==> src/rtl/gip_rf_pkg.sv <==
// rtl/gip_rf_pkg.sv - shared constants and types for the GIP register file writeback controller
package gip_rf_pkg;

    localparam int RF_ADDR_W   = 5;
    localparam int RF_DATA_W   = 32;
    localparam int RF_NUM_REGS = 32;

    typedef struct packed {
        logic [RF_ADDR_W-1:0] addr;
        logic [RF_DATA_W-1:0] data;
    } t_wb_entry;

    typedef enum logic {
        INIT = 1'b0,
        RUN  = 1'b1
    } t_rf_ctl_state;

endpackage

==> src/rtl/gip_rf_wb_ctl_if.sv <==
// rtl/gip_rf_wb_ctl_if.sv - writeback, decode-read and register file port bundle
interface gip_rf_wb_ctl_if;
    import gip_rf_pkg::*;

    logic                 alu_wb_valid;
    logic [RF_ADDR_W-1:0] alu_wb_addr;
    logic [RF_DATA_W-1:0] alu_wb_data;
    logic                 alu_wb_ready;
    logic                 mem_wb_valid;
    logic [RF_ADDR_W-1:0] mem_wb_addr;
    logic [RF_DATA_W-1:0] mem_wb_data;
    logic                 mem_wb_ready;
    logic [RF_ADDR_W-1:0] rd_addr_0;
    logic [RF_ADDR_W-1:0] rd_addr_1;
    logic [RF_DATA_W-1:0] rd_data_0;
    logic [RF_DATA_W-1:0] rd_data_1;
    logic                 init_busy;
    logic [RF_ADDR_W-1:0] rf_rd_addr_0;
    logic [RF_ADDR_W-1:0] rf_rd_addr_1;
    logic [RF_DATA_W-1:0] rf_rd_data_0;
    logic [RF_DATA_W-1:0] rf_rd_data_1;
    logic                 rf_wr_enable;
    logic [RF_ADDR_W-1:0] rf_wr_addr;
    logic [RF_DATA_W-1:0] rf_wr_data;

    // master: pipeline stages plus the register file array; slave: the controller
    modport master (
        output alu_wb_valid, alu_wb_addr, alu_wb_data, input alu_wb_ready,
        output mem_wb_valid, mem_wb_addr, mem_wb_data, input mem_wb_ready,
        output rd_addr_0, rd_addr_1, input rd_data_0, rd_data_1, input init_busy,
        input rf_rd_addr_0, rf_rd_addr_1, output rf_rd_data_0, rf_rd_data_1,
        input rf_wr_enable, rf_wr_addr, rf_wr_data
    );

    modport slave (
        input alu_wb_valid, alu_wb_addr, alu_wb_data, output alu_wb_ready,
        input mem_wb_valid, mem_wb_addr, mem_wb_data, output mem_wb_ready,
        input rd_addr_0, rd_addr_1, output rd_data_0, rd_data_1, output init_busy,
        output rf_rd_addr_0, rf_rd_addr_1, input rf_rd_data_0, rf_rd_data_1,
        output rf_wr_enable, rf_wr_addr, rf_wr_data
    );

endinterface

==> src/rtl/gip_rf_wb_fifo.sv <==
// rtl/gip_rf_wb_fifo.sv - 2-push/1-pop writeback FIFO exposing entries oldest-first
module gip_rf_wb_fifo
    import gip_rf_pkg::*;
#(
    parameter int DEPTH = 4,
    localparam int PW   = $clog2(DEPTH)
) (
    input  logic                   clk,
    input  logic                   resetn,
    input  logic                   push0,
    input  t_wb_entry              push0_entry,
    input  logic                   push1,
    input  t_wb_entry              push1_entry,
    input  logic                   pop,
    output logic [PW:0]            count,
    output t_wb_entry              head,
    output t_wb_entry [DEPTH-1:0]  age_entry,
    output logic [DEPTH-1:0]       age_valid
);

    t_wb_entry     slot_q [DEPTH];
    logic [PW-1:0] wr_ptr_q;
    logic [PW-1:0] rd_ptr_q;
    logic [PW:0]   count_q;

    // push1 is only ever raised together with push0, so it lands in the slot after push0
    always_ff @(posedge clk) begin
        if (!resetn) begin
            wr_ptr_q <= '0;
            rd_ptr_q <= '0;
            count_q  <= '0;
        end else begin
            if (push0) slot_q[wr_ptr_q] <= push0_entry;
            if (push1) slot_q[wr_ptr_q + PW'(1)] <= push1_entry;
            wr_ptr_q <= wr_ptr_q + PW'(push0) + PW'(push1);
            rd_ptr_q <= rd_ptr_q + PW'(pop);
            count_q  <= count_q + (PW+1)'(push0) + (PW+1)'(push1) - (PW+1)'(pop);
        end
    end

    // index 0 is the head; higher indices are younger
    always_comb begin
        for (int k = 0; k < DEPTH; k++) begin
            age_entry[k] = slot_q[rd_ptr_q + PW'(k)];
            age_valid[k] = (PW+1)'(k) < count_q;
        end
    end

    assign count = count_q;
    assign head  = slot_q[rd_ptr_q];

endmodule

==> src/rtl/gip_rf_wb_ctl.sv <==
// rtl/gip_rf_wb_ctl.sv - register file clear, writeback merge and bypassed read ports
module gip_rf_wb_ctl
    import gip_rf_pkg::*;
#(
    parameter int WB_FIFO_DEPTH = 4
) (
    input  logic          rf_clock,
    input  logic          rf_reset,
    gip_rf_wb_ctl_if.slave bus
);

    localparam int PW = $clog2(WB_FIFO_DEPTH);
    localparam int CW = PW + 1;

    t_rf_ctl_state             state_q, state_d;
    logic [RF_ADDR_W-1:0]      init_count_q;
    logic                      run;
    logic                      mem_ready, alu_ready, mem_acc, alu_acc;
    logic                      push0, push1, pop;
    t_wb_entry                 push0_entry, alu_entry, mem_entry, head;
    logic [CW-1:0]             count;
    t_wb_entry [WB_FIFO_DEPTH-1:0] age_entry;
    logic [WB_FIFO_DEPTH-1:0]  age_valid;
    logic                      wr_enable, init_busy;
    logic [RF_ADDR_W-1:0]      wr_addr;
    logic [RF_DATA_W-1:0]      wr_data, rd_data_0, rd_data_1;

    always_ff @(posedge rf_clock) begin
        if (!rf_reset) begin
            state_q      <= INIT;
            init_count_q <= '0;
        end else begin
            state_q <= state_d;
            if (state_q == INIT) init_count_q <= init_count_q + 5'd1;
        end
    end

    // reset gates everything combinationally, so a mid-RUN reset silences outputs at once
    assign run       = rf_reset && (state_q == RUN);
    assign mem_ready = run && (count < CW'(WB_FIFO_DEPTH));
    assign alu_ready = run && ((count <= CW'(WB_FIFO_DEPTH - 2)) ||
                               ((count < CW'(WB_FIFO_DEPTH)) && !bus.mem_wb_valid));
    assign mem_acc   = bus.mem_wb_valid && mem_ready;
    assign alu_acc   = bus.alu_wb_valid && alu_ready;
    assign pop       = run && (count != '0);

    // memory result is the older instruction, so it enqueues ahead of the ALU result
    assign mem_entry   = '{addr: bus.mem_wb_addr, data: bus.mem_wb_data};
    assign alu_entry   = '{addr: bus.alu_wb_addr, data: bus.alu_wb_data};
    assign push0       = mem_acc || alu_acc;
    assign push1       = mem_acc && alu_acc;
    assign push0_entry = mem_acc ? mem_entry : alu_entry;

    gip_rf_wb_fifo #(.DEPTH(WB_FIFO_DEPTH)) u_fifo (
        .clk         (rf_clock),
        .resetn      (rf_reset),
        .push0       (push0),
        .push0_entry (push0_entry),
        .push1       (push1),
        .push1_entry (alu_entry),
        .pop         (pop),
        .count       (count),
        .head        (head),
        .age_entry   (age_entry),
        .age_valid   (age_valid)
    );

    always_comb begin
        state_d   = state_q;
        wr_enable = 1'b0;
        wr_addr   = '0;
        wr_data   = '0;
        init_busy = 1'b1;
        if (rf_reset) begin
            case (state_q)
                INIT: begin
                    wr_enable = 1'b1;
                    wr_addr   = init_count_q;
                    if (init_count_q == RF_ADDR_W'(RF_NUM_REGS - 1)) state_d = RUN;
                end
                RUN: begin
                    init_busy = 1'b0;
                    if (pop) begin
                        wr_enable = 1'b1;
                        wr_addr   = head.addr;
                        wr_data   = head.data;
                    end
                end
                default: state_d = INIT;
            endcase
        end
    end

    // later (younger) matches override earlier ones; the head still bypasses while it is written
    always_comb begin
        rd_data_0 = '0;
        rd_data_1 = '0;
        if (run) begin
            rd_data_0 = bus.rf_rd_data_0;
            rd_data_1 = bus.rf_rd_data_1;
            for (int k = 0; k < WB_FIFO_DEPTH; k++) begin
                if (age_valid[k] && age_entry[k].addr == bus.rd_addr_0) rd_data_0 = age_entry[k].data;
                if (age_valid[k] && age_entry[k].addr == bus.rd_addr_1) rd_data_1 = age_entry[k].data;
            end
        end
    end

    assign bus.alu_wb_ready = alu_ready;
    assign bus.mem_wb_ready = mem_ready;
    assign bus.init_busy    = init_busy;
    assign bus.rd_data_0    = rd_data_0;
    assign bus.rd_data_1    = rd_data_1;
    assign bus.rf_rd_addr_0 = bus.rd_addr_0;
    assign bus.rf_rd_addr_1 = bus.rd_addr_1;
    assign bus.rf_wr_enable = wr_enable;
    assign bus.rf_wr_addr   = wr_addr;
    assign bus.rf_wr_data   = wr_data;

endmodule
==> src/flat_wrapper.sv <==
// flat-port wrapper written by rule: the top's interface ports become plain ports
module gip_rf_wb_ctl_flat import gip_rf_pkg::*;
#(
    parameter int WB_FIFO_DEPTH = 4
)
  (rf_clock, rf_reset, bus_alu_wb_valid, bus_alu_wb_addr, bus_alu_wb_data, bus_alu_wb_ready, bus_mem_wb_valid, bus_mem_wb_addr, bus_mem_wb_data, bus_mem_wb_ready, bus_rd_addr_0, bus_rd_addr_1, bus_rd_data_0, bus_rd_data_1, bus_init_busy, bus_rf_rd_addr_0, bus_rf_rd_addr_1, bus_rf_rd_data_0, bus_rf_rd_data_1, bus_rf_wr_enable, bus_rf_wr_addr, bus_rf_wr_data);
  gip_rf_wb_ctl_if bus_i ();
  input  logic rf_clock;
  input  logic rf_reset;
  input wire logic [$bits(bus_i.alu_wb_valid)-1:0] bus_alu_wb_valid;
  input wire logic [$bits(bus_i.alu_wb_addr)-1:0] bus_alu_wb_addr;
  input wire logic [$bits(bus_i.alu_wb_data)-1:0] bus_alu_wb_data;
  output wire logic [$bits(bus_i.alu_wb_ready)-1:0] bus_alu_wb_ready;
  input wire logic [$bits(bus_i.mem_wb_valid)-1:0] bus_mem_wb_valid;
  input wire logic [$bits(bus_i.mem_wb_addr)-1:0] bus_mem_wb_addr;
  input wire logic [$bits(bus_i.mem_wb_data)-1:0] bus_mem_wb_data;
  output wire logic [$bits(bus_i.mem_wb_ready)-1:0] bus_mem_wb_ready;
  input wire logic [$bits(bus_i.rd_addr_0)-1:0] bus_rd_addr_0;
  input wire logic [$bits(bus_i.rd_addr_1)-1:0] bus_rd_addr_1;
  output wire logic [$bits(bus_i.rd_data_0)-1:0] bus_rd_data_0;
  output wire logic [$bits(bus_i.rd_data_1)-1:0] bus_rd_data_1;
  output wire logic [$bits(bus_i.init_busy)-1:0] bus_init_busy;
  output wire logic [$bits(bus_i.rf_rd_addr_0)-1:0] bus_rf_rd_addr_0;
  output wire logic [$bits(bus_i.rf_rd_addr_1)-1:0] bus_rf_rd_addr_1;
  input wire logic [$bits(bus_i.rf_rd_data_0)-1:0] bus_rf_rd_data_0;
  input wire logic [$bits(bus_i.rf_rd_data_1)-1:0] bus_rf_rd_data_1;
  output wire logic [$bits(bus_i.rf_wr_enable)-1:0] bus_rf_wr_enable;
  output wire logic [$bits(bus_i.rf_wr_addr)-1:0] bus_rf_wr_addr;
  output wire logic [$bits(bus_i.rf_wr_data)-1:0] bus_rf_wr_data;
  assign bus_i.alu_wb_valid = bus_alu_wb_valid;
  assign bus_i.alu_wb_addr = bus_alu_wb_addr;
  assign bus_i.alu_wb_data = bus_alu_wb_data;
  assign bus_alu_wb_ready = bus_i.alu_wb_ready;
  assign bus_i.mem_wb_valid = bus_mem_wb_valid;
  assign bus_i.mem_wb_addr = bus_mem_wb_addr;
  assign bus_i.mem_wb_data = bus_mem_wb_data;
  assign bus_mem_wb_ready = bus_i.mem_wb_ready;
  assign bus_i.rd_addr_0 = bus_rd_addr_0;
  assign bus_i.rd_addr_1 = bus_rd_addr_1;
  assign bus_rd_data_0 = bus_i.rd_data_0;
  assign bus_rd_data_1 = bus_i.rd_data_1;
  assign bus_init_busy = bus_i.init_busy;
  assign bus_rf_rd_addr_0 = bus_i.rf_rd_addr_0;
  assign bus_rf_rd_addr_1 = bus_i.rf_rd_addr_1;
  assign bus_i.rf_rd_data_0 = bus_rf_rd_data_0;
  assign bus_i.rf_rd_data_1 = bus_rf_rd_data_1;
  assign bus_rf_wr_enable = bus_i.rf_wr_enable;
  assign bus_rf_wr_addr = bus_i.rf_wr_addr;
  assign bus_rf_wr_data = bus_i.rf_wr_data;
  gip_rf_wb_ctl #(.WB_FIFO_DEPTH(WB_FIFO_DEPTH)) u_core (.rf_clock(rf_clock), .rf_reset(rf_reset), .bus(bus_i));
endmodule
==> config.mk <==
export PLATFORM = sky130hd
export DESIGN_NAME = gip_rf_wb_ctl_flat
export DESIGN_NICKNAME = d
export VERILOG_FILES = /design/src/rtl/gip_rf_pkg.sv /design/src/rtl/gip_rf_wb_ctl_if.sv /design/src/rtl/gip_rf_wb_fifo.sv /design/src/rtl/gip_rf_wb_ctl.sv /design/src/flat_wrapper.sv
export SDC_FILE = /design/constraint.sdc
export NUM_CORES = 1
export LEC_CHECK = 0
export CORE_UTILIZATION = 35
export CTS_BUF_LIST = sky130_fd_sc_hd__clkbuf_4 sky130_fd_sc_hd__clkbuf_8
export DETAILED_ROUTE_END_ITERATION = 16
export PLACE_DENSITY_LB_ADDON = 0.25
export SETUP_SLACK_MARGIN = 0.05
export SKIP_CTS_REPAIR_TIMING = 1
export SYNTH_ARGS = -nofsm -noshare
export SYNTH_HDL_FRONTEND = slang
export SYNTH_SLANG_ARGS = --single-unit
==> constraint.sdc <==
create_clock -name rf_clock -period 5.7 [get_ports rf_clock]
set_input_delay 1.14 -clock rf_clock [delete_from_list [all_inputs] [get_ports rf_clock]]
set_output_delay 1.14 -clock rf_clock [all_outputs]
set_load 0.02 [all_outputs]
# Yosys cells after proc, flatten, opt, wreduce, memory -nomap -nowiden
# Memories as Yosys holds them, arrays and structs flattened. A register that Yosys moved wholly into a read port is not among the register bits.
# Cells that the tools add are included.
# totals
n_memories,1
elab_cells,84
regBits,13
rom_bits,0
latch_bits,0
ramBits,148
in_bits,152
output_inout_bits,115
# op_classes
div,0
shifts,0
mul,0
order_cmp,6
addsub,11
n_eq_ne,9
n_mux,31
bitwise,1
n_reduce_logical,20
# memory_table
memory,depth,width,read_ports,rd_ports_with_merged_regs,wr,line_no,text
u_core.u_fifo.slot_q,4,37,4,1,2,gip_rf_wb_fifo.sv:21,t_wb_entry slot_q [DEPTH];
# op_table
operator,n
two-way mux 32 bit,13
== test 5 bit,8
two-way mux 37 bit,1
logical AND 1 bit,16
two-way mux 1 bit,12
two-way mux 5 bit,2
one-hot mux 5 bit (2 select lines),1
adder 2 x 1 -> 2 bit,3
adder 3 x 1 -> 3 bit,2
< comparator 1 x 3 -> 1 bit (first input constant),2
< comparator 2 x 3 -> 1 bit (first input constant),2
adder 5 x 1 -> 5 bit (second input constant),1
== test 5 bit (second input constant),1
adder 2 x 1 -> 2 bit (second input constant),2
adder 2 bit (second input constant),2
less-or-equal comparator 3 x 2 -> 1 bit (second input constant),1
< comparator 3 bit (second input constant),1
nonzero test 3 bit,1
subtractor 3 x 1 -> 3 bit,1
logical OR 1 bit,2
two-way mux 2 bit,1
one-hot mux 1 bit (2 select lines),1
logical NOT 1 bit,1
inverter 1 bit,1

# Logic depth before layout (Yosys ltp)
# Gate-level depths: netlist (run 1).
# logic_depth
depth_word,9
depth_mapped,14
mapped_depth_nobuf,13

# Modules after synthesis
# A second synthesis (run 1) with hierarchy kept.
# unflattened
hier_cells,1346
hier_area_um2,16062.9
# by_module_without_submodules
module,area_each_um2,instances,cells_per_inst,seq_area_each_um2
gip_rf_wb_fifo,10804.1,1,581,4584.4
gip_rf_wb_ctl,5258.8,1,765,120.1

# Worst setup path after synthesis (run 1)
# No wires, ideal clock.
# synth_timing
kind,input to register
startpoint,input rf_reset
endpoint,memory u_core.u_fifo.slot_q[0][0] (netlist name) (enable)
arrival_ps,4763
path_stages,6
setup_time_ps,483
path_buffers,0
t_required_ps,5217
slack_ps,454
path_cell_list,and2_1 inv_1 nor2_1 and2_1 nand2_1 o21ai_0
# synth_rtl
element,line_no,text
from (decl),flat_wrapper.sv:9,input logic rf_reset;
to (decl),gip_rf_wb_fifo.sv:21,

# Worst setup path after layout (run 1)
# layout_timing
startpoint,input bus_rd_addr_0[0]
endpoint,output bus_rd_data_0[30]
# layout_between
elab_chain_cells,7
elab_cells_between_ends,13
classes_between,eq/ne: 4; mux: 5; reduce/logical: 4
# layout_lines
element,line_no,text
from (decl),flat_wrapper.sv:18,input wire logic [$bits(bus_i.rd_addr_0)-1:0] bus_rd_addr_0;
== test 5 bit,gip_rf_wb_ctl.sv:102,if (age_valid[k] && age_entry[k].addr == bus.rd_addr_0) rd_data_0 = age_entry[k].data;
logical AND 1 bit,gip_rf_wb_ctl.sv:102,
two-way mux 32 bit (3 in series),gip_rf_wb_ctl.sv:102,
two-way mux 32 bit (*),gip_rf_wb_ctl.sv:102,
two-way mux 32 bit (*),gip_rf_wb_ctl.sv:98,if (run) begin
to (decl),flat_wrapper.sv:20,output wire logic [$bits(bus_i.rd_data_0)-1:0] bus_rd_data_0;
# Every way passes the cells marked *; elsewhere a longest branch is shown, timed or not.

==> results of run 1 <==
[cells by family (layout without fill, tap and decap cells)]
logic type               after synthesis  in the layout  synth area share [%]
AO/OA/AOI/OAI                        402            402                 19.07
XOR/XNOR                              49             49                 3.057
adder cells (fa/ha/maj)               10             10                 1.034
buffers and inverters                161            359                 5.597
flip-flops                           161            161                 33.51
multiplexers                         378            378                 30.47
other                                  0              6                     0
AND/OR/NAND/NOR                      230            230                 7.255
[power groups by stage]
| stage | logic, mW | clock network (mW) | registers [mW] |
|---|---|---|---|
| floorplan | 0.129 | 0 | 1.32 |
| global placement | 0.289 | 0 | 1.32 |
| detailed placement | 0.292 | 0 | 1.32 |
| CTS | 0.295 | 0.915 | 1.29 |
| global route | 0.314 | 0.962 | 1.29 |
| finish | 0.296 | 0.901 | 1.29 |
[synth_stat cells (all sizes together) (16+ instances only)]
| master | n |
|---|---|
| a221oi | 27 |
| a21oi | 70 |
| clkbuf | 79 |
| o21ai | 104 |
| xnor2 | 33 |
| mux2 | 235 |
| nand2 | 77 |
| buf | 67 |
| edfxtp | 148 |
| nor2 | 99 |
| a31oi | 62 |
| a211o | 34 |
| o211ai | 82 |
| mux2i | 128 |
| xor2 | 16 |
[state kept, by name, indices dropped and copies added, names as in the netlist]
name	cells
u_core.u_fifo.slot_q	148
u_core.state_q	1
u_core.u_fifo.wr_ptr_q	2
u_core.u_fifo.count	3
u_core.init_count_q	5
u_core.u_fifo.rd_ptr_q	2
[layout make-up]
cell class,instances,area [sq um],area share (%)
Antenna cell,6,15.01,0.08502
Clock inverter,13,153.9,0.8714
Tap cell,518,648.1,3.670
Inverter,15,58.81,0.3330
Timing Repair Buffer,312,3171,17.95
Clock buffer,19,249.0,1.410
Multi-Input combinational cell,1069,8653,49.00
Sequential cell,161,4712,26.68
[worst max-delay path, cell delays in order]
cell and delay, ps:
clkdlybuf4s50_1 630, xor2_1 260, or3_1 370, o22ai_4 240, buf_4 350, a21oi_1 70, a221o_1 320, a31oi_1 270
clkdlybuf4s50_1 690
[how the worst max path moves through the flow]
stage / from / endpoint / slack [ps] / cells past startpoint
detailed placement: bus_rd_addr_1[3] / bus_rd_data_1[6] / 300 / 8
floorplan: rf_reset / u_core.u_fifo.slot_q[0][0] / 450 / 6
global route: u_core.u_fifo.rd_ptr_q[0] / bus_rd_data_1[2] / 120 / 9
CTS: bus_rd_addr_0[0] / bus_rd_data_0[30] / 280 / 9
global placement: bus_rd_addr_0[0] / bus_rd_data_0[21] / 320 / 9
finish: bus_rd_addr_0[0] / bus_rd_data_0[30] / 200 / 9
[per-layer routing]
metal,GRT usage [%],vias to the layer above,part of all wire (%)
met4,6.928,4,1.9
met3,3.983,67,7.2
met1,32.52,6251,42
met2,41.54,615,48
li1,-,5697,-
met5,0,-,0.045
[per-stage QoR]
stage / hold slack (ps) / area (sq um) / power (mW) / instances
floorplan: 504.7 / 14040 / 1.444 / 1391
global placement: 528.3 / 17240 / 1.604 / 2075
detailed placement: 549.5 / 17240 / 1.607 / 2075
CTS: 560.1 / 17650 / 2.498 / 2107
global route: 605.0 / 17650 / 2.565 / 2109
finish: 556.5 / 17660 / 2.485 / 2113
==> metrics.md, run 1 <==
| Metric | Value |
|---|---|
| Status | finished, violations left |
| Failing checks | design-rule violations |
| P_leak | 5.732 nW |
| Via count | 12634 |
| Length of the first detailed-routing pass in iterations | 14 |
| Largest net degree at the start of global routing | 94 |
| Critical Path RT | 4560 ps |
| Max Freq | 0.1820 GHz |
| Internal power | 1.878 mW |
| Most frequent cells in the layout | clkdlybuf4s50_1 (266), mux2_2 (235), edfxtp_1 (148) |
| Syn. warnings | 0 |
| Post-synth top area cell | edfxtp_1 |
| Final nets | 1737 |
| Ys async rst share | 0% |
| Net Sw Power | 607.5 uW |
| Sequential-to-total area share from yosys stat | 33.51% |
| Setup CP Type | primary input to primary output |
| WHS Path Cells | 2 |
| I/O pins | 267 |
| Cell Rows | 72 |
| Pins over their slew limit | 0 |
| Initial Utilization | 35.91% |
| Post-Syn Nets | 1552 |
| Crit path launch type | primary input |
| Most common cell after layout, fill and taps aside | clkdlybuf4s50_1 |
| Overflow after GRT | 0 |
| Hold endpoint | u_core.init_count_q[1] |
| Core area | 39100 sq um |
| Fraction of layout cells with a size suffix above 1 | 22.84% |
| Reg-to-reg startpoint | u_core.state_q |
| Max Cap Violations | 0 |
| Combinational fraction of design power | 11.9% |
| Routed WL | 51680 um |
| Detail Route Antenna Nets | 0 |
| Final hold vios | 0 |
| Switching Share | 24.45% |
| Horiz. Die Dim | 202.3 um |
| Vias in the first global route | 12450 |
| Starting DRT DRC Count | 1132 |
| Setup TNS | 0 ps |
| GP Congestion | 0.8637 |
| Syn_area_per_cell | 10.09 sq um |
| Synthesized flop and latch total | 161 |
| H-Tree Depth | 4 |
| R2R depth | 10 |
| Port Buffers | 266 |
| Routed len/inst | 24.46 um |
| All-layer global routing usage | 24.68% |
| Clock transition at path regs | 90 ps |
| Worst Path Arrival | 4360 ps |
| Post-synth top flop | edfxtp_1 |
| Hold Path Class | flip-flop to flip-flop |
| Slew headroom | 29.66% |
| Post-synth top area share | 31.66% |
| Setup WS pre-CTS | 304.1 ps |
| DRC | 1 |
| Skew final | 14.65 ps |
| Setup violators final | 0 |
| Synth unique cells | 52 |
| Worst skew pair latency | 480 ps |
| Final min period | 5495 ps |
| Worst VDD drop | 0.0001335 V |
| Antenna violations before repair | 6 |
| Die Y | 202.3 um |
| Mapped Area | 14040 sq um |
| EDFF count, synth | 148 |
| Worst Tran Pin Value | 1055 ps |
| Top cells by area, synth | edfxtp_1 (32%), mux2_2 (19%), mux2i_1 (9.1%) |
| Post-DP HPWL | 34270 um |
| RSZ-0062 raised after global routing | no |
| RR Endpoint | u_core.u_fifo.count[2] |
| Area Growth Syn to Fin | 25.80% |
| Sequential share of power | 51.8% |
| Final Util | 45.17% |
| CTS buffer count | 17 |
| CP endpoint kind | primary output |
| PD cells | 140.7 nW/um^2 |
| Tcrit/Tclk final | 96.41% |
| Worst setup margin | 204.8 ps |
| CTS Buffer Depth | 2 |
| Clock group share of total power | 36.3% |
| DR vias/cell | 5.979 |
| CTS Sinks | 161 |
| Hold_sp | u_core.init_count_q[1] |
| Root Buffer | clkbuf_8 |
| Flop2flop setup slack | 2100 ps |
| First-pass GRT wire length | 76420 um |
| Post-Syn Instances | 1391 |
| Fillers | 3731 |
| Critical path peak fanout | 22 |
| Die area | 40920 sq um |
| CTS tree | done |
No activity file was read; power rests on OpenSTA's default activity.
==> run 2: changes to the inputs <==
--- a/config.mk
+++ b/config.mk
@@ -7,6 +7,7 @@
 export LEC_CHECK = 0
 export CORE_UTILIZATION = 35
 export CTS_BUF_LIST = sky130_fd_sc_hd__clkbuf_4 sky130_fd_sc_hd__clkbuf_8
+export CTS_CLUSTER_SIZE = 24
 export DETAILED_ROUTE_END_ITERATION = 16
 export PLACE_DENSITY_LB_ADDON = 0.25
 export SETUP_SLACK_MARGIN = 0.05
==> results of run 2 <==
Same layout as run 1: the final DEF is identical, and so are final timing and power.
